### src/rtl/swd_host_if.sv
// Command/response handshake between an SWD requester and the swd_host engine.
interface swd_host_if;
  logic        CMD_VALID;
  logic        CMD_READY;
  logic [1:0]  CMD_OP;
  logic        CMD_APnDP;
  logic        CMD_RnW;
  logic [1:0]  CMD_ADDR;
  logic [31:0] CMD_WDATA;
  logic        RSP_VALID;
  logic [2:0]  RSP_ACK;
  logic [31:0] RSP_RDATA;
  logic        RSP_PERR;

  modport master (
    output CMD_VALID, CMD_OP, CMD_APnDP, CMD_RnW, CMD_ADDR, CMD_WDATA,
    input  CMD_READY, RSP_VALID, RSP_ACK, RSP_RDATA, RSP_PERR
  );

  modport slave (
    input  CMD_VALID, CMD_OP, CMD_APnDP, CMD_RnW, CMD_ADDR, CMD_WDATA,
    output CMD_READY, RSP_VALID, RSP_ACK, RSP_RDATA, RSP_PERR
  );
endinterface

### src/rtl/swd_host.sv
// SWD host engine: serializes DP/AP transfers and line resets onto SWCLKTCK/SWDITMS,
// one bit per slot of 2*CLK_DIV clocks, and returns ACK / read data / parity status.
module swd_host #(
  parameter int CLK_DIV     = 4,
  parameter int IDLE_CYCLES = 2
) (
  input  logic       CLK,
  input  logic       RESET,
  swd_host_if.slave  bus,
  output logic       SWCLKTCK,
  output logic       SWDITMS,
  output logic       SWDIOOE,
  input  logic       SWDO,
  input  logic       SWDOEN
);
  localparam int DW = $clog2(2 * CLK_DIV);
  localparam logic [DW-1:0] DIV_LO  = DW'(CLK_DIV - 1);
  localparam logic [DW-1:0] DIV_END = DW'(2 * CLK_DIV - 1);

  typedef enum logic [3:0] {
    ST_IDLE, ST_START, ST_REQ, ST_TRN1, ST_ACK, ST_RDATA, ST_RPAR,
    ST_TRN2, ST_WDATA, ST_WPAR, ST_LRST, ST_IDLES, ST_DONE
  } state_e;

  localparam state_e ST_IDLE_TGT = (IDLE_CYCLES == 0) ? ST_DONE : ST_IDLES;

  state_e        state_q, nst_d;
  logic [DW-1:0] div_q;
  logic [5:0]    cnt_q, ncnt_d;
  logic          lr_q, rnw_q, rpar_q;
  logic [7:0]    req_q;
  logic [31:0]   wdata_q, rdata_q;
  logic [2:0]    ack_q;
  logic          sck_q, di_q, oe_q, ready_q, rvalid_q, rperr_q;
  logic [2:0]    rack_q;
  logic [31:0]   rrdata_q;
  logic          bit_d, oe_d, ack_ok, rd_ok;

  // Target drive enable is informational; sampling relies on slot timing only.
  logic unused_swdoen;
  assign unused_swdoen = SWDOEN;

  assign ack_ok = (ack_q == 3'b001);
  assign rd_ok  = rnw_q && ack_ok && !lr_q;

  // Phase and slot index of the slot that follows the current one.
  always_comb begin
    nst_d  = state_q;
    ncnt_d = cnt_q + 6'd1;
    case (state_q)
      ST_START: begin nst_d = lr_q ? ST_LRST : ST_REQ; ncnt_d = '0; end
      ST_REQ:   if (cnt_q == 6'd7) begin nst_d = ST_TRN1; ncnt_d = '0; end
      ST_TRN1:  begin nst_d = ST_ACK; ncnt_d = '0; end
      ST_ACK:   if (cnt_q == 6'd2) begin
                  nst_d  = (ack_ok && rnw_q) ? ST_RDATA : ST_TRN2;
                  ncnt_d = '0;
                end
      ST_RDATA: if (cnt_q == 6'd31) begin nst_d = ST_RPAR; ncnt_d = '0; end
      ST_RPAR:  begin nst_d = ST_TRN2; ncnt_d = '0; end
      ST_TRN2:  begin nst_d = (ack_ok && !rnw_q) ? ST_WDATA : ST_IDLE_TGT; ncnt_d = '0; end
      ST_WDATA: if (cnt_q == 6'd31) begin nst_d = ST_WPAR; ncnt_d = '0; end
      ST_WPAR:  begin nst_d = ST_IDLE_TGT; ncnt_d = '0; end
      ST_LRST:  if (cnt_q == 6'd55) begin nst_d = ST_IDLE_TGT; ncnt_d = '0; end
      ST_IDLES: if (cnt_q == 6'(IDLE_CYCLES - 1)) begin nst_d = ST_DONE; ncnt_d = '0; end
      default: ;
    endcase
  end

  // Line level for the next slot; released phases float high through the pull-up.
  always_comb begin
    bit_d = 1'b1;
    oe_d  = 1'b0;
    case (nst_d)
      ST_REQ:             begin bit_d = req_q[ncnt_d[2:0]];   oe_d = 1'b1; end
      ST_WDATA:           begin bit_d = wdata_q[ncnt_d[4:0]]; oe_d = 1'b1; end
      ST_WPAR:            begin bit_d = ^wdata_q;             oe_d = 1'b1; end
      ST_LRST:            begin bit_d = 1'b1;                 oe_d = 1'b1; end
      ST_IDLES, ST_DONE:  begin bit_d = 1'b0;                 oe_d = 1'b1; end
      default: ;
    endcase
  end

  always_ff @(posedge CLK) begin
    if (RESET) begin
      state_q  <= ST_IDLE;
      div_q    <= '0;
      cnt_q    <= '0;
      lr_q     <= 1'b0;
      rnw_q    <= 1'b0;
      req_q    <= '0;
      wdata_q  <= '0;
      rdata_q  <= '0;
      ack_q    <= '0;
      rpar_q   <= 1'b0;
      sck_q    <= 1'b0;
      di_q     <= 1'b0;
      oe_q     <= 1'b1;
      ready_q  <= 1'b1;
      rvalid_q <= 1'b0;
      rack_q   <= '0;
      rrdata_q <= '0;
      rperr_q  <= 1'b0;
    end else begin
      rvalid_q <= 1'b0;
      case (state_q)
        ST_IDLE, ST_DONE: begin
          if (bus.CMD_VALID) begin
            state_q <= ST_START;
            ready_q <= 1'b0;
            lr_q    <= (bus.CMD_OP != 2'b00);
            rnw_q   <= bus.CMD_RnW;
            wdata_q <= bus.CMD_WDATA;
            ack_q   <= '0;
            req_q   <= {1'b1, 1'b0,
                        bus.CMD_APnDP ^ bus.CMD_RnW ^ bus.CMD_ADDR[0] ^ bus.CMD_ADDR[1],
                        bus.CMD_ADDR[1], bus.CMD_ADDR[0], bus.CMD_RnW, bus.CMD_APnDP, 1'b1};
          end else begin
            state_q <= ST_IDLE;
            ready_q <= 1'b1;
          end
        end
        ST_START: begin
          state_q <= nst_d;
          cnt_q   <= ncnt_d;
          div_q   <= '0;
          di_q    <= bit_d;
          oe_q    <= oe_d;
        end
        default: begin
          div_q <= div_q + DW'(1);
          if (div_q == DIV_LO) begin
            sck_q <= 1'b1;
            case (state_q)
              ST_ACK:   ack_q[cnt_q[1:0]]   <= SWDO;
              ST_RDATA: rdata_q[cnt_q[4:0]] <= SWDO;
              ST_RPAR:  rpar_q              <= SWDO;
              default: ;
            endcase
          end
          if (div_q == DIV_END) begin
            div_q   <= '0;
            sck_q   <= 1'b0;
            state_q <= nst_d;
            cnt_q   <= ncnt_d;
            di_q    <= bit_d;
            oe_q    <= oe_d;
            if (nst_d == ST_DONE) begin
              rvalid_q <= 1'b1;
              ready_q  <= 1'b1;
              rack_q   <= lr_q ? 3'b000 : ack_q;
              rrdata_q <= rd_ok ? rdata_q : 32'd0;
              rperr_q  <= rd_ok & (rpar_q ^ (^rdata_q));
            end
          end
        end
      endcase
    end
  end

  assign SWCLKTCK      = sck_q;
  assign SWDITMS       = di_q;
  assign SWDIOOE       = oe_q;
  assign bus.CMD_READY = ready_q;
  assign bus.RSP_VALID = rvalid_q;
  assign bus.RSP_ACK   = rack_q;
  assign bus.RSP_RDATA = rrdata_q;
  assign bus.RSP_PERR  = rperr_q;
endmodule

### src/flat_wrapper.sv
// flat-port wrapper written by rule: the top's interface ports become plain ports
module swd_host_flat 
#(
  parameter int CLK_DIV     = 4,
  parameter int IDLE_CYCLES = 2
)
  (CLK, RESET, SWCLKTCK, SWDITMS, SWDIOOE, SWDO, SWDOEN, bus_CMD_VALID, bus_CMD_OP, bus_CMD_APnDP, bus_CMD_RnW, bus_CMD_ADDR, bus_CMD_WDATA, bus_CMD_READY, bus_RSP_VALID, bus_RSP_ACK, bus_RSP_RDATA, bus_RSP_PERR);
  swd_host_if bus_i ();
  input  logic CLK;
  input  logic RESET;
  output logic SWCLKTCK;
  output logic SWDITMS;
  output logic SWDIOOE;
  input  logic SWDO;
  input  logic SWDOEN;
  input wire logic [$bits(bus_i.CMD_VALID)-1:0] bus_CMD_VALID;
  input wire logic [$bits(bus_i.CMD_OP)-1:0] bus_CMD_OP;
  input wire logic [$bits(bus_i.CMD_APnDP)-1:0] bus_CMD_APnDP;
  input wire logic [$bits(bus_i.CMD_RnW)-1:0] bus_CMD_RnW;
  input wire logic [$bits(bus_i.CMD_ADDR)-1:0] bus_CMD_ADDR;
  input wire logic [$bits(bus_i.CMD_WDATA)-1:0] bus_CMD_WDATA;
  output wire logic [$bits(bus_i.CMD_READY)-1:0] bus_CMD_READY;
  output wire logic [$bits(bus_i.RSP_VALID)-1:0] bus_RSP_VALID;
  output wire logic [$bits(bus_i.RSP_ACK)-1:0] bus_RSP_ACK;
  output wire logic [$bits(bus_i.RSP_RDATA)-1:0] bus_RSP_RDATA;
  output wire logic [$bits(bus_i.RSP_PERR)-1:0] bus_RSP_PERR;
  assign bus_i.CMD_VALID = bus_CMD_VALID;
  assign bus_i.CMD_OP = bus_CMD_OP;
  assign bus_i.CMD_APnDP = bus_CMD_APnDP;
  assign bus_i.CMD_RnW = bus_CMD_RnW;
  assign bus_i.CMD_ADDR = bus_CMD_ADDR;
  assign bus_i.CMD_WDATA = bus_CMD_WDATA;
  assign bus_CMD_READY = bus_i.CMD_READY;
  assign bus_RSP_VALID = bus_i.RSP_VALID;
  assign bus_RSP_ACK = bus_i.RSP_ACK;
  assign bus_RSP_RDATA = bus_i.RSP_RDATA;
  assign bus_RSP_PERR = bus_i.RSP_PERR;
  swd_host #(.CLK_DIV(CLK_DIV), .IDLE_CYCLES(IDLE_CYCLES)) u_core (.CLK(CLK), .RESET(RESET), .bus(bus_i), .SWCLKTCK(SWCLKTCK), .SWDITMS(SWDITMS), .SWDIOOE(SWDIOOE), .SWDO(SWDO), .SWDOEN(SWDOEN));
endmodule
### config.mk
export PLATFORM = sky130hd
export DESIGN_NAME = swd_host_flat
export DESIGN_NICKNAME = d
export VERILOG_FILES = /design/src/rtl/swd_host_if.sv /design/src/rtl/swd_host.sv /design/src/flat_wrapper.sv
export SDC_FILE = /design/constraint.sdc
export NUM_CORES = 1
export LEC_CHECK = 0
export ABC_AREA = 1
export BUFFER_PORTS_ARGS = -buffer_cell sky130_fd_sc_hd__buf_2
export CAP_MARGIN = 30
export CORE_ASPECT_RATIO = 1.25
export CORE_MARGIN = 2
export CORE_UTILIZATION = 63
export DETAILED_ROUTE_END_ITERATION = 10
export PLACE_DENSITY = 0.86
export SYNTH_ARGS = -nofsm -noshare
export SYNTH_HDL_FRONTEND = slang
export SYNTH_SLANG_ARGS = --single-unit
### constraint.sdc
create_clock -name CLK -period 7.4 [get_ports CLK]
set_input_delay 0.37 -clock CLK [delete_from_list [all_inputs] [get_ports CLK]]
set_output_delay 0.37 -clock CLK [all_outputs]
set_load 0.05 [all_outputs]
* Yosys cells after proc, flatten, opt, wreduce, memory -nomap -nowiden
Index checks and enable logic that the tools add are counted.
** Cells by class
- $add $sub $neg :: 2
- Magnitude comparators :: 6
- Equality and inequality tests :: 27
- Muxes and demuxes :: 52
- Bitwise logic cells :: 9
- Reduce and logical (&&, ||, !) cells :: 33
** Operators by type and width (number)
- $reduce_xor 32->1 :: 2
- $pmux 4 s11 :: 1
- $eq 4x4->1 const B :: 10
- $mux 6 :: 6
- $pmux 6 s6 :: 1
- $bwmux 32 :: 1
- $mux 32 :: 1
- $mux 4 :: 8
- $eq 4x3->1 const B :: 4
- $mux 3 :: 5
- $mux 1 :: 14
- $reduce_bool 2->1 :: 7
- $eq 4x2->1 const B :: 3
- $lt 5x6->1 const B :: 2
- $pmux 3 s2 :: 2
- $pmux 6 s2 :: 1
- $reduce_and 3->1 :: 4
- $reduce_or 5->1 :: 2
- $pmux 4 s2 :: 1
- $add 6x1->6 const B :: 1
- $eq 6x1->1 const B :: 1
- $eq 6x2->1 const B :: 1
- $eq 6x3->1 const B :: 1
- $eq 6x5->1 const B :: 1
- 31 further kinds :: 49
** Storage, ports and cells
- Register bits :: 131
- Output and inout bits :: 41
- Word-level logic and storage cells :: 147

* Longest topological paths before layout
Gate-level depths: netlist of run 1.
- Depth after elaboration :: 10
- Depth in mapped cells :: 18
- Depth with buffers taken out :: 18

* Least setup slack after synthesis of run 1
OpenSTA, ideal clock, no wires.
- Kind :: flip-flop to flip-flop
- From :: reg u_core.cnt_q[0]
- To :: reg u_core.rrdata_q[10], in the netlist u_core.bus.RSP_RDATA[10]
- Library setup time :: 0.060 ns
- Data arrival time :: 2.408 ns
- Data required time :: 7.340 ns
- Slack :: 4.932 ns
- Cell stages (with the launch flop) :: 16
- Path buffers :: 2
- Period minus slack after synthesis :: 2.468 ns
- Cell sequence :: dfxtp_1 clkinv_1 clkbuf_1 ha_1 nand3_1 nor2_1 nor3_1 nand3_1 nand2_2 nand2_2 nor2_4 nand4_4 nor2_8 buf_6 nand3_1 nand2_1
** On the way
- Word-level cells in the longest chain between the ends :: 5
- Elaborated cells between the ends (all ways) :: 14
- Those cells by class :: 6 x eq/ne; 7 x mux; 1 x reduce/logical
** RTL lines
- start, declared :: RTL line swd_host.sv:29 : logic [5:0] cnt_q, ncnt_d;
- start signal, assigned :: RTL line swd_host.sv:124 : cnt_q <= ncnt_d;
- start signal, assigned :: RTL line swd_host.sv:144 : cnt_q <= ncnt_d;
- $eq 6x1->1, or another cell as far along :: RTL line swd_host.sv:64 : ST_IDLES: if (cnt_q == 6'(IDLE_CYCLES - 1)) begin nst_d = ST_DONE; ncnt_d = '0; end
- $mux 4, or another cell as far along :: RTL line swd_host.sv:64
- $pmux 4 s11 (*) :: RTL line swd_host.sv:50 : case (state_q)
- $eq 4x4->1 (*) :: RTL line swd_host.sv:147 : if (nst_d == ST_DONE) begin
- $reduce_and 3->1 (no line) (*)
- end signal, assigned :: RTL line swd_host.sv:151 : rrdata_q <= rd_ok ? rdata_q : 32'd0;
- end, declared :: RTL line swd_host.sv:36 : logic [31:0] rrdata_q;
Mark *: on every way between the ends. The rest lies on a longest branch, timed or not.
A chain may end at the register's enable or synchronous reset.

* Worst setup path in the final report of run 1
- From :: reg u_core.state_q[2]
- To :: reg u_core.ack_q[2]
** On the way
- Word-level cells in the longest chain between the ends :: 4
- Elaborated cells between the ends (all ways) :: 11
- Those cells by class :: 4 x eq/ne; 1 x mux; 1 x bitwise; 5 x reduce/logical
** RTL lines
- start, declared :: RTL line swd_host.sv:27 : state_e state_q, nst_d;
- start signal, assigned :: RTL line swd_host.sv:123 : state_q <= nst_d;
- start signal, assigned :: RTL line swd_host.sv:143 : state_q <= nst_d;
- $eq 4x4->1 or $logic_not 4->1 (tied branches) :: RTL line swd_host.sv:105 : case (state_q)
- $reduce_or 2->1
- $ne 2x2->1 (no line) or $reduce_bool 2->1 (tied branches)
- $reduce_and 4->1 (no line)
- end signal, assigned :: RTL line swd_host.sv:93 : ack_q <= '0;
- end signal, assigned :: RTL line swd_host.sv:113 : ack_q <= '0;
- end signal, assigned by index :: RTL line swd_host.sv:134 : ST_ACK: ack_q[cnt_q[1:0]] <= SWDO;
- end, declared :: RTL line swd_host.sv:33 : logic [2:0] ack_q;
Parallel ways exist; a longest one is shown, timed or not.

==> summary.txt, run 1 <==
CTS
  – Post-CTS setup buffers: 0
  – Root buf cell: clkbuf_16
  – # clock sinks: 129
  – Hold buffers post-CTS: 0
  – H-tree levels: 4
  – Worst-path clk slew: around 60 ps
  – Clock Tree Buf Depth: 2
  – Worst-Skew Late Latency: slightly above 400 ps
  – TritonCTS clock tree: built
  – CTS Buf Count: 17
  – Resized Gates After CTS: 0

Run status
  – Status: complete, no violations

Timing
  – Period utilisation layout: about half
  – Fin. Hold Viols: 0
  – Unrepaired setup endpoints after global routing: false
  – Achievable Freq: roughly 0.26 GHz
  – Clk_skew: ~7.3 ps
  – Max-slew violations: 0
  – Final setup viols: 0
  – Setup TNS: 0 ps
  – Tightest Pin Transition: between 1000 and 1500 ps
  – Minimum clock period: between 3000 and 4000 ps
  – Post-route setup slack: approximately 3600 ps
  – Hold slack final: approximately 190 ps
  – Rel. slew slack: 31.0%

Worst hold path
  – Hold crit path type: in2reg
  – Hold path startpoint: bus_CMD_WDATA[14]
  – WHS Endpoint: u_core.wdata_q[14]
  – Hold Path Stages: 3

Global route
  – Largest net degree at the start of global routing: 55
  – Vias in the first global route: 6083
  – Initial antenna violation count: 0
  – First-pass GRT wire length: between 20 and 30 mm
  – Global Route Usage Sum: 29.9%
  – Total gr overflow: 0

Synthesis
  – Synthesized instance count: ~950
  – Number of distinct library cells after synthesis: 37
  – Post-Syn Area: ~6700 sq um
  – Syn_nets: approximately 1000
  – Post-Syn Area per Cell: 7.02 sq um
  – Yosys reg bits: around 130
  – Register area share after synthesis: between 30% and 40%
  – Syn. warnings: 0

Drt
  – DRC viols: 0
  – First-pass DRT Iterations: 5
  – Post-DRT Antenna Nets: 0
  – Vias per Instance: between 5 and 6
  – WL/cell: around 14 microns
  – Via count: between 6000 and 7000
  – Detailed Route Iter0 Violations: approximately 370
  – Total wire length: between 15 and 20 mm

Floorplanning
  – Site Rows: 42
  – Die area: approximately 11000 sq um
  – Die Width: about 96 microns
  – Core ar.: roughly 10000 sq um
  – Die Ht: roughly 120 microns
  – Effective utilization at floorplan: between 60 and 70%
  – Ports: 84

Worst setup path
  – Crit Path Category: reg2reg
  – Crit path DAT: around 4000 ps
  – Max Fanout on Critical Path: 54
  – Crit path capture type: flip-flop
  – RR Startpoint: u_core.state_q[2]
  – Worst R2R Setup Slack: 3610 ps
  – CP startpoint kind: flip-flop
  – CP startpoint: u_core.state_q[2]
  – Worst Path Required: a little under 8000 ps
  – RR Endpoint: u_core.ack_q[2]
  – R2R cell count: 10

Cells and area
  – Area grow syn2layout: 15.7%
  – Layout cell share with drive strength beyond 1: 13.7%
  – Cell area after layout: about 7700 sq um
  – Register area: ~2600 sq um
  – Final core area utilization: approximately 74%
  – Commonest non-fill, non-tap cells in the layout: 189 x nand2_1, 147 x nand3_1, 129 x dfxtp_1
  – Final net count: 1063
  – Ant. Diodes: 0
  – Commonest non-fill, non-tap cell in the layout: nand2_1
  – Filler Cells Inserted: around 840
  – Footprint of the multi-input gates: 3580 sq um

Power
  – Peak VDD IR: 0.000274 V
  – Leak: between 3 and 4 nW
  – PwrDens: between 300 and 400 nW/um^2

Flow run
  – Max-capacitance violation count: 0

Place
  – Dpl cell area: between 7000 and 8000 sq um
  – Port Buf Inserts: approximately 80
  – Placer Congestion: between 0.8 and 0.9
  – Setup Slack @ Placement: around 3700 ps
  – Detailed placer's ending HPWL: around 11 mm
## area by class of cell
cell class                      count  area share (%)
Clock inverter                     12            2.62
Timing Repair Buffer               85            5.76
Multi-Input combinational cell    696            46.3
Clock buffer                       20            5.91
Sequential cell                   129            33.4
Tap cell                          132            2.14
Inverter                           80            3.88
## worst max-delay path by stage
stage | endpoint | cells after the start
finish | u_core.ack_q[2] | 10
global route | u_core.ack_q[1] | 10
CTS | u_core.ack_q[1] | 10
detailed placement | u_core.ack_q[1] | 10
global placement | u_core.bus.RSP_PERR | 13
floorplan | u_core.bus.RSP_RDATA[10] | 15
## Yosys cell counts (all sizes together)
| library cell | count | area share, % |
|---|---|---|
| clkinv | 3 | 0.17 |
| nor3 | 29 | 2.2 |
| o21a | 1 | 0.11 |
| o211ai | 1 | 0.11 |
| xnor2 | 50 | 6.6 |
| clkbuf | 33 | 1.9 |
| a21oi | 69 | 5.2 |
| o2111ai | 1 | 0.13 |
| o221ai | 1 | 0.13 |
| nand4 | 6 | 0.79 |
| a31oi | 1 | 0.094 |
| buf | 14 | 1.5 |
| nor2 | 90 | 5.6 |
| dfxtp | 129 | 39 |
| or2 | 1 | 0.094 |
| nand3 | 147 | 11 |
| ha | 11 | 2.1 |
| a2bb2oi | 1 | 0.13 |
| xor2 | 15 | 2.0 |
| a211oi | 2 | 0.22 |
| nor3b | 3 | 0.34 |
| inv | 77 | 4.3 |
| o21ai | 67 | 5.1 |
| nand2 | 196 | 11 |
| a221oi | 2 | 0.26 |
| o21bai | 2 | 0.22 |
## layer usage
layer	global-route usage, %	routed length (microns)
met1	35.6	6610
met2	50.9	8400
met3	5.69	873
met4	13.8	493
met5	0	0
## where the power goes
part | switching [mW] | internal, mW
registers | 0.0583 | 0.755
clock network | 0.315 | 0.617
logic | 0.559 | 0.264
## critical path, cell delays in order, from the launching register on
cell and delay, ps:
dfxtp_1 470, inv_1 150, ha_1 290, o21ai_2 370
inv_1 160, nand2_1 90, buf_4 420, clkinv_1 750
a31oi_1 700, o21ai_0 130, nor3b_1 150
## flip-flops by register name (all words and copies together) (netlist names)
register              flops
u_core.bus.RSP_RDATA     32
u_core.wdata_q           32
u_core.SWDIOOE            1
u_core.div_q              3
u_core.rdata_q           32
u_core.SWCLKTCK           1
u_core.cnt_q              6
u_core.bus.RSP_PERR       1
u_core.bus.CMD_READY      1
u_core.bus.RSP_ACK        3
u_core.SWDITMS            1
u_core.lr_q               1
u_core.req_q              6
u_core.bus.RSP_VALID      1
u_core.rpar_q             1
u_core.ack_q              3
u_core.state_q            4
## cells by family (layout without fill, tap and decap cells)
| kind of cell | Yosys count | in the layout | share of synthesized area (%) |
|---|---|---|---|
| xor+xnor | 65 | 65 | 8.52 |
| compound gates | 148 | 148 | 11.7 |
| simple gates | 472 | 472 | 31.3 |
| flops | 129 | 129 | 38.6 |
| buf+inv | 127 | 197 | 7.81 |
| fa+ha+maj | 11 | 11 | 2.06 |
## metrics by stage
| step | total power, mW | std cells |
|---|---|---|
| finish | 2.57 | 1154 |
| global route | 2.71 | 1154 |
| CTS | 2.56 | 1154 |
| detailed placement | 1.62 | 1122 |
| global placement | 1.61 | 1121 |
| floorplan | 1.47 | 952 |
(Power assumes the default switching activity.)
==> inputs of run 2 (changes only) <==
Settings changed: CORE_UTILIZATION 63 to 58, PLACE_DENSITY 0.86 to 0.8.
Clock period 7.4 ns to 3.8 ns, I/O delays scaled along.
==> run 2 against run 1 <==
Critical path depth up 7; total power up 88%; fmax up 28%; largest power group unchanged; critical path type unchanged; setup slack worse by 2800 ps; sequential power up 96%; final area down 0.60%; largest cell class unchanged; core utilization down 5.3 points; global-route usage down 3.1 points.
==> summary.txt, run 2 (synthesis results as in run 1) <==
Worst setup path
  – Crit path DAT: around 3300 ps
  – Crit Path Category: reg2reg
  – Worst Path Required: around 4100 ps
  – CP startpoint kind: flip-flop
  – Max Fanout on Critical Path: 18
  – Crit path capture type: flip-flop

CTS
  – Clock Tree Buf Depth: 2
  – Root buf cell: clkbuf_16
  – TritonCTS clock tree: built
  – Hold buffers post-CTS: 0
  – Resized Gates After CTS: 0
  – Worst-path clk slew: approximately 60 ps
  – Worst-Skew Late Latency: 420 ps
  – CTS Buf Count: 17
  – Post-CTS setup buffers: 0
  – # clock sinks: ~130
  – H-tree levels: 4

Timing
  – Final setup viols: 0
  – Unrepaired setup endpoints after global routing: false
  – Hold slack final: 9.15 ps
  – Achievable Freq: between 0.3 and 0.4 GHz
  – Minimum clock period: slightly below 3000 ps
  – Tightest Pin Transition: between 1000 and 1500 ps
  – Clk_skew: roughly 11 ps
  – Max-slew violations: 0
  – Period utilisation layout: between 70% and 80%
  – Fin. Hold Viols: 0
  – Setup TNS: 0 ps
  – Rel. slew slack: between 30% and 40%
  – Post-route setup slack: approximately 830 ps

Global route
  – Global Route Usage Sum: between 20% and 30%
  – Largest net degree at the start of global routing: 54
  – Vias in the first global route: 5845
  – First-pass GRT wire length: approximately 27 mm
  – Total gr overflow: 0
  – Initial antenna violation count: 0

Drt
  – Post-DRT Antenna Nets: 0
  – Total wire length: 16.3 mm
  – Detailed Route Iter0 Violations: roughly 370
  – Via count: between 6000 and 7000
  – DRC viols: 0
  – WL/cell: 14.1 microns
  – Vias per Instance: 5.52
  – First-pass DRT Iterations: 7

Cells and area
  – Filler Cells Inserted: a little under 1000
  – Cell area after layout: 7680 sq um
  – Ant. Diodes: 0
  – Commonest non-fill, non-tap cells in the layout: 189 x nand2_1, 147 x nand3_1, 129 x dfxtp_1
  – Area grow syn2layout: 15.0%
  – Commonest non-fill, non-tap cell in the layout: nand2_1
  – Layout cell share with drive strength beyond 1: approximately 14%
  – Register area: 2580 sq um
  – Footprint of the multi-input gates: 3580 sq um
  – Final net count: about 1100
  – Final core area utilization: 68.7%
  – Non-filler cells, final: 1159

Place
  – Placer Congestion: roughly 0.92
  – Dpl cell area: roughly 7100 sq um
  – Setup Slack @ Placement: approximately 890 ps
  – Port Buf Inserts: 82
  – Detailed placer's ending HPWL: about 11 mm
  – Cells after DPL: between 1000 and 1500

Floorplanning
  – Effective utilization at floorplan: around three fifths
  – Site Rows: 43
  – Core ar.: between 10000 and 15000 sq um
  – Ports: 84
  – Die Width: about 100 microns
  – Die area: between 10000 and 15000 sq um
  – Die Ht: roughly 120 microns

Power
  – Total power: 4.84 mW
  – PwrDens: about 630 nW/um^2
  – Leak: roughly 3.4 nW
  – Peak VDD IR: roughly 0.00042 V

Run status
  – Status: complete, no violations

Worst hold path
  – Hold crit path type: in2reg

Flow run
  – Max-capacitance violation count: 0
[run 2: cell types whose count changed in the layout (fill, tap and decap cells not counted), sizes merged]
cell	delta
clkbuf	-2
bufinv	-2
clkinvlp	+1
buf	+3
clkinv	+2
[run 2: area by class of cell]
cell class              count  area share (%)
multi-input cells         696            46.6
clock buffers              18            5.71
flip-flops and latches    129            33.6
well taps                 135            2.20
repair buffers             88            5.93
inverters                  80            3.91
clock inverters            13            2.08
[run 2: final timing paths]
path | start | to | slack [ps] | cells after the start
hold / removal | bus_CMD_WDATA[14] | u_core.wdata_q[14] | 9 | 3
setup / recovery | u_core.cnt_q[0] | u_core.SWDITMS | 830 | 17
hold reg to reg | u_core.bus.RSP_RDATA[16] | u_core.bus.RSP_RDATA[16] | 460 | 2
setup reg to reg | u_core.cnt_q[0] | u_core.SWDITMS | 830 | 17
[run 2: layer usage]
layer	vias to the layer above	share of wire (%)	GRT usage, %
met5	-	0	0
met4	0	1.9	10.2
met3	29	5.2	5.56
met2	210	51	47.5
met1	2914	42	31.9
li1	3247	-	-
[run 2: report_power, final]
part	internal [mW]	switching [mW]	total, mW
Sequential	1.47	0.117	1.59
Combinational	0.518	1.07	1.59
Clock	1.04	0.618	1.66
Total	3.03	1.81	4.84
[run 2: critical path, stage by stage, from the launching register on]
cell and delay, ps:
dfxtp_1 470, ha_1 290, nand2_2 110, inv_1 90, nand3_1 120, nand2_1 130
nand3_1 100, nor2_1 120, nand2_2 270, nand2_2 320, inv_1 220, nand3_1 130
nand2_1 70, nand2_1 70, nand3_1 80, nand3_1 70, nand3_1 90, a21oi_1 130
==> inputs of run 3 (changes only) <==
Settings changed: ABC_AREA 1 to 0.
Clock period 3.8 ns to 2.8 ns, I/O delays scaled along.
==> run 3 against run 2 <==
The flow now finishes with violations (negative setup slack); register-to-register slack lost 1100 ps; largest power group is now combinational cells; clock skew shrank 2.3 ps; die area fell by 1.3%; critical endpoint unchanged; final area up 19%; sequential power up 38%; fmax is 2.0% lower; non-clock buffer count increased by 144; largest cell class unchanged; clock power rose by 26%; flip-flop and latch count did not move; count of clock-buffer cells in the layout increased by 4; core utilization rose by 14 points; worst hold slack improved by 28 ps.
==> summary.txt, run 3 <==
Run status
  – Status: finished, violations left
  – Failing checks: negative setup slack

Cells and area
  – Commonest non-fill, non-tap cells in the layout: 154 x nand2_1, 122 x dfxtp_1, 101 x buf_4
  – Commonest non-fill, non-tap cell in the layout: nand2_1
  – Non-filler cells, final: approximately 1100
  – Ant. Diodes: 0
  – Final core area utilization: roughly 83%
  – Layout cell share with drive strength beyond 1: 29.8%
  – Cell area after layout: about 9000 sq um
  – Final net count: about 1000
  – Area grow syn2layout: 38.7%

CTS
  – H-tree levels: 4
  – Worst-Skew Late Latency: roughly 420 ps
  – Root buf cell: clkbuf_16
  – CTS Buf Count: 17
  – # clock sinks: between 100 and 150
  – TritonCTS clock tree: built
  – Worst-path clk slew: 60 ps
  – Clock Tree Buf Depth: 2

Floorplanning
  – Effective utilization at floorplan: between 50% and 60%
  – Ports: between 80 and 90
  – Site Rows: 43
  – Die area: about 12000 sq um
  – Core ar.: 11100 sq um
  – Die Ht: around 120 microns
  – Die Width: ~99 microns

Synthesis
  – Post-Syn Area: 6590 sq um
  – Syn. warnings: 0
  – Post-Syn Area per Cell: between 8 and 9 sq um
  – Register area share after synthesis: 39.2%
  – Top post-synthesis cells by area: dfxtp_1 39%, nand2_1 8.9%, xnor2_1 7.8%
  – Top cell type's share of synthesized area: 39.2%
  – Number of distinct library cells after synthesis: between 60 and 70
  – Most used DFF post-synth: dfxtp_1
  – Largest area contributor in the synthesized netlist: dfxtp_1
  – Yosys reg bits: roughly 130
  – Synthesized instance count: between 800 and 900
  – EDFF count, synth: 0
  – Count leader, synth: nand2_1
  – FFs w/ async S/R, synth: 0%
  – Top cells by count, synth: 157 x nand2_1, 129 x dfxtp_1, 86 x a21oi_1
  – Syn_nets: around 860

Worst hold path
  – Hold crit path type: in2reg

Worst setup path
  – Crit Path Category: reg2reg
  – Max Fanout on Critical Path: 5
  – CP max-delay cell: or4_1
  – Crit path DAT: 3330 ps
  – Crit path capture type: flip-flop
  – Crit path largest cell delay: 460 ps
  – Worst Path Required: just over 3000 ps
  – CP startpoint kind: flip-flop
  – Cells along the critical path: or2_2 > buf_4 > a211oi_4 > nor4b_4 > buf_4 > buf_4 > buf_4 > or4_1 > a41oi_2 > a31oi_1 > a2111o_1
  – Most used cell, CP: buf_4

Global route
  – Initial antenna violation count: 0
  – Global Route Usage Sum: 33.1%
  – Largest net degree at the start of global routing: 56
  – Vias in the first global route: around 6600
  – Total gr overflow: 0
  – First-pass GRT wire length: 32.0 mm

Place
  – Port Buf Inserts: 82
  – Cells after DPL: around 1100
  – Detailed placer's ending HPWL: around 13 mm
  – Placer Congestion: 0.962
  – Dpl cell area: 7700 sq um
  – Setup Slack @ Placement: -272 ps

Timing
  – Max-slew violations: 0
  – Final setup viols: 37
  – Setup TNS: -3470 ps
  – Clk_skew: approximately 8.6 ps
  – Minimum clock period: roughly 3000 ps
  – Achievable Freq: roughly 0.33 GHz
  – Hold slack final: 37.4 ps
  – Post-route setup slack: -235 ps
  – Period utilisation layout: 108%
  – Fin. Hold Viols: 0
  – Tightest Pin Transition: about 950 ps
  – Unrepaired setup endpoints after global routing: true
  – Rel. slew slack: a little under two fifths

Drt
  – Post-DRT Antenna Nets: 0
  – First-pass DRT Iterations: 5
  – Vias per Instance: between 6 and 7
  – Total wire length: roughly 22 mm
  – Via count: roughly 7000
  – Detailed Route Iter0 Violations: between 500 and 600
  – DRC viols: 0
  – WL/cell: 19.1 microns

Power
  – PwrDens: 827 nW/um^2
  – Leak: roughly 3.6 nW
  – Peak VDD IR: approximately 0.0008 V
  – Total power: 7.56 mW

Flow run
  – Max-capacitance violation count: 0
-- run 3: cell types whose count changed in the layout (fill, tap and decap cells not counted), sizes merged, moves of 35 or more --
cell         before  now
a22o              0   37
buf              88  197
dlygate4sd3       0   35
inv              79   13
nand2           196  157
nand3           147   40
nor2             90   40
o21ai            67   13
-- run 3: area by class of cell --
class | count | area, sq um
multi-input cells | 599 | 4020
flip-flops and latches | 129 | 2600
fillers | 619 | 1940
repair buffers | 232 | 1740
clock buffers | 22 | 484
well taps | 135 | 169
clock inverters | 10 | 78.8
inverters | 12 | 50.0
-- run 3: cell families after synthesis --
| logic type | after synthesis | share of synthesized area (%) |
|---|---|---|
| xor gates and xnor gates | 69 | 9.17 |
| adders and majority gates | 11 | 2.09 |
| buffers and inverters | 73 | 4.88 |
| DFF | 129 | 39.2 |
| muxes | 18 | 3.15 |
| AOI/OAI and AO/OA | 188 | 19.1 |
| and+or+nand+nor | 313 | 22.4 |
-- run 3: critical path, delay by kind of cell (launching register included) --
kind            cells  cell delay [ps]
flops               1              340
buf+inv             4              600
compound gates      4             1050
simple gates        3              900
-- run 3: path summary, 6_finish.rpt --
kind	from	end	slack, ps	depth (start not counted)
worst max-delay path	u_core.state_q[0]	u_core.SWDITMS	-240	11
worst min-delay path	bus_CMD_APnDP	u_core.req_q[1]	40	3
worst max register to register	u_core.state_q[0]	u_core.SWDITMS	-240	11
worst min register to register	u_core.bus.RSP_PERR	u_core.bus.RSP_PERR	470	1
-- run 3: report_power, final --
group,leakage (nW),total (mW),switching (mW),internal [mW]
combinational,2.32,3.28,1.78,1.49
clock,0.270,2.09,0.861,1.23
sequential,1.05,2.19,0.180,2.01
-- run 3: routing by layer --
metal	wire (microns)	vias to the layer above	GRT usage [%]	share of wire [%]
met5	0	-	0	0
met4	1480	0	18.9	6.8
met3	1500	138	7.18	6.9
li1	-	3155	-	-
met1	7640	3239	34.0	35
met2	11100	424	61.6	51
-- run 3: what timing repair did --
action | 4_1_cts | 5_1_grt
setup buffers | 8 | 14
hold buffers | 35 | 0
gates cloned | 1 | 0
pin swaps | 7 | 24
gates resized for setup | 25 | 47
hold endpoints to repair | 35 | 0
setup endpoints to repair | 37 | 37
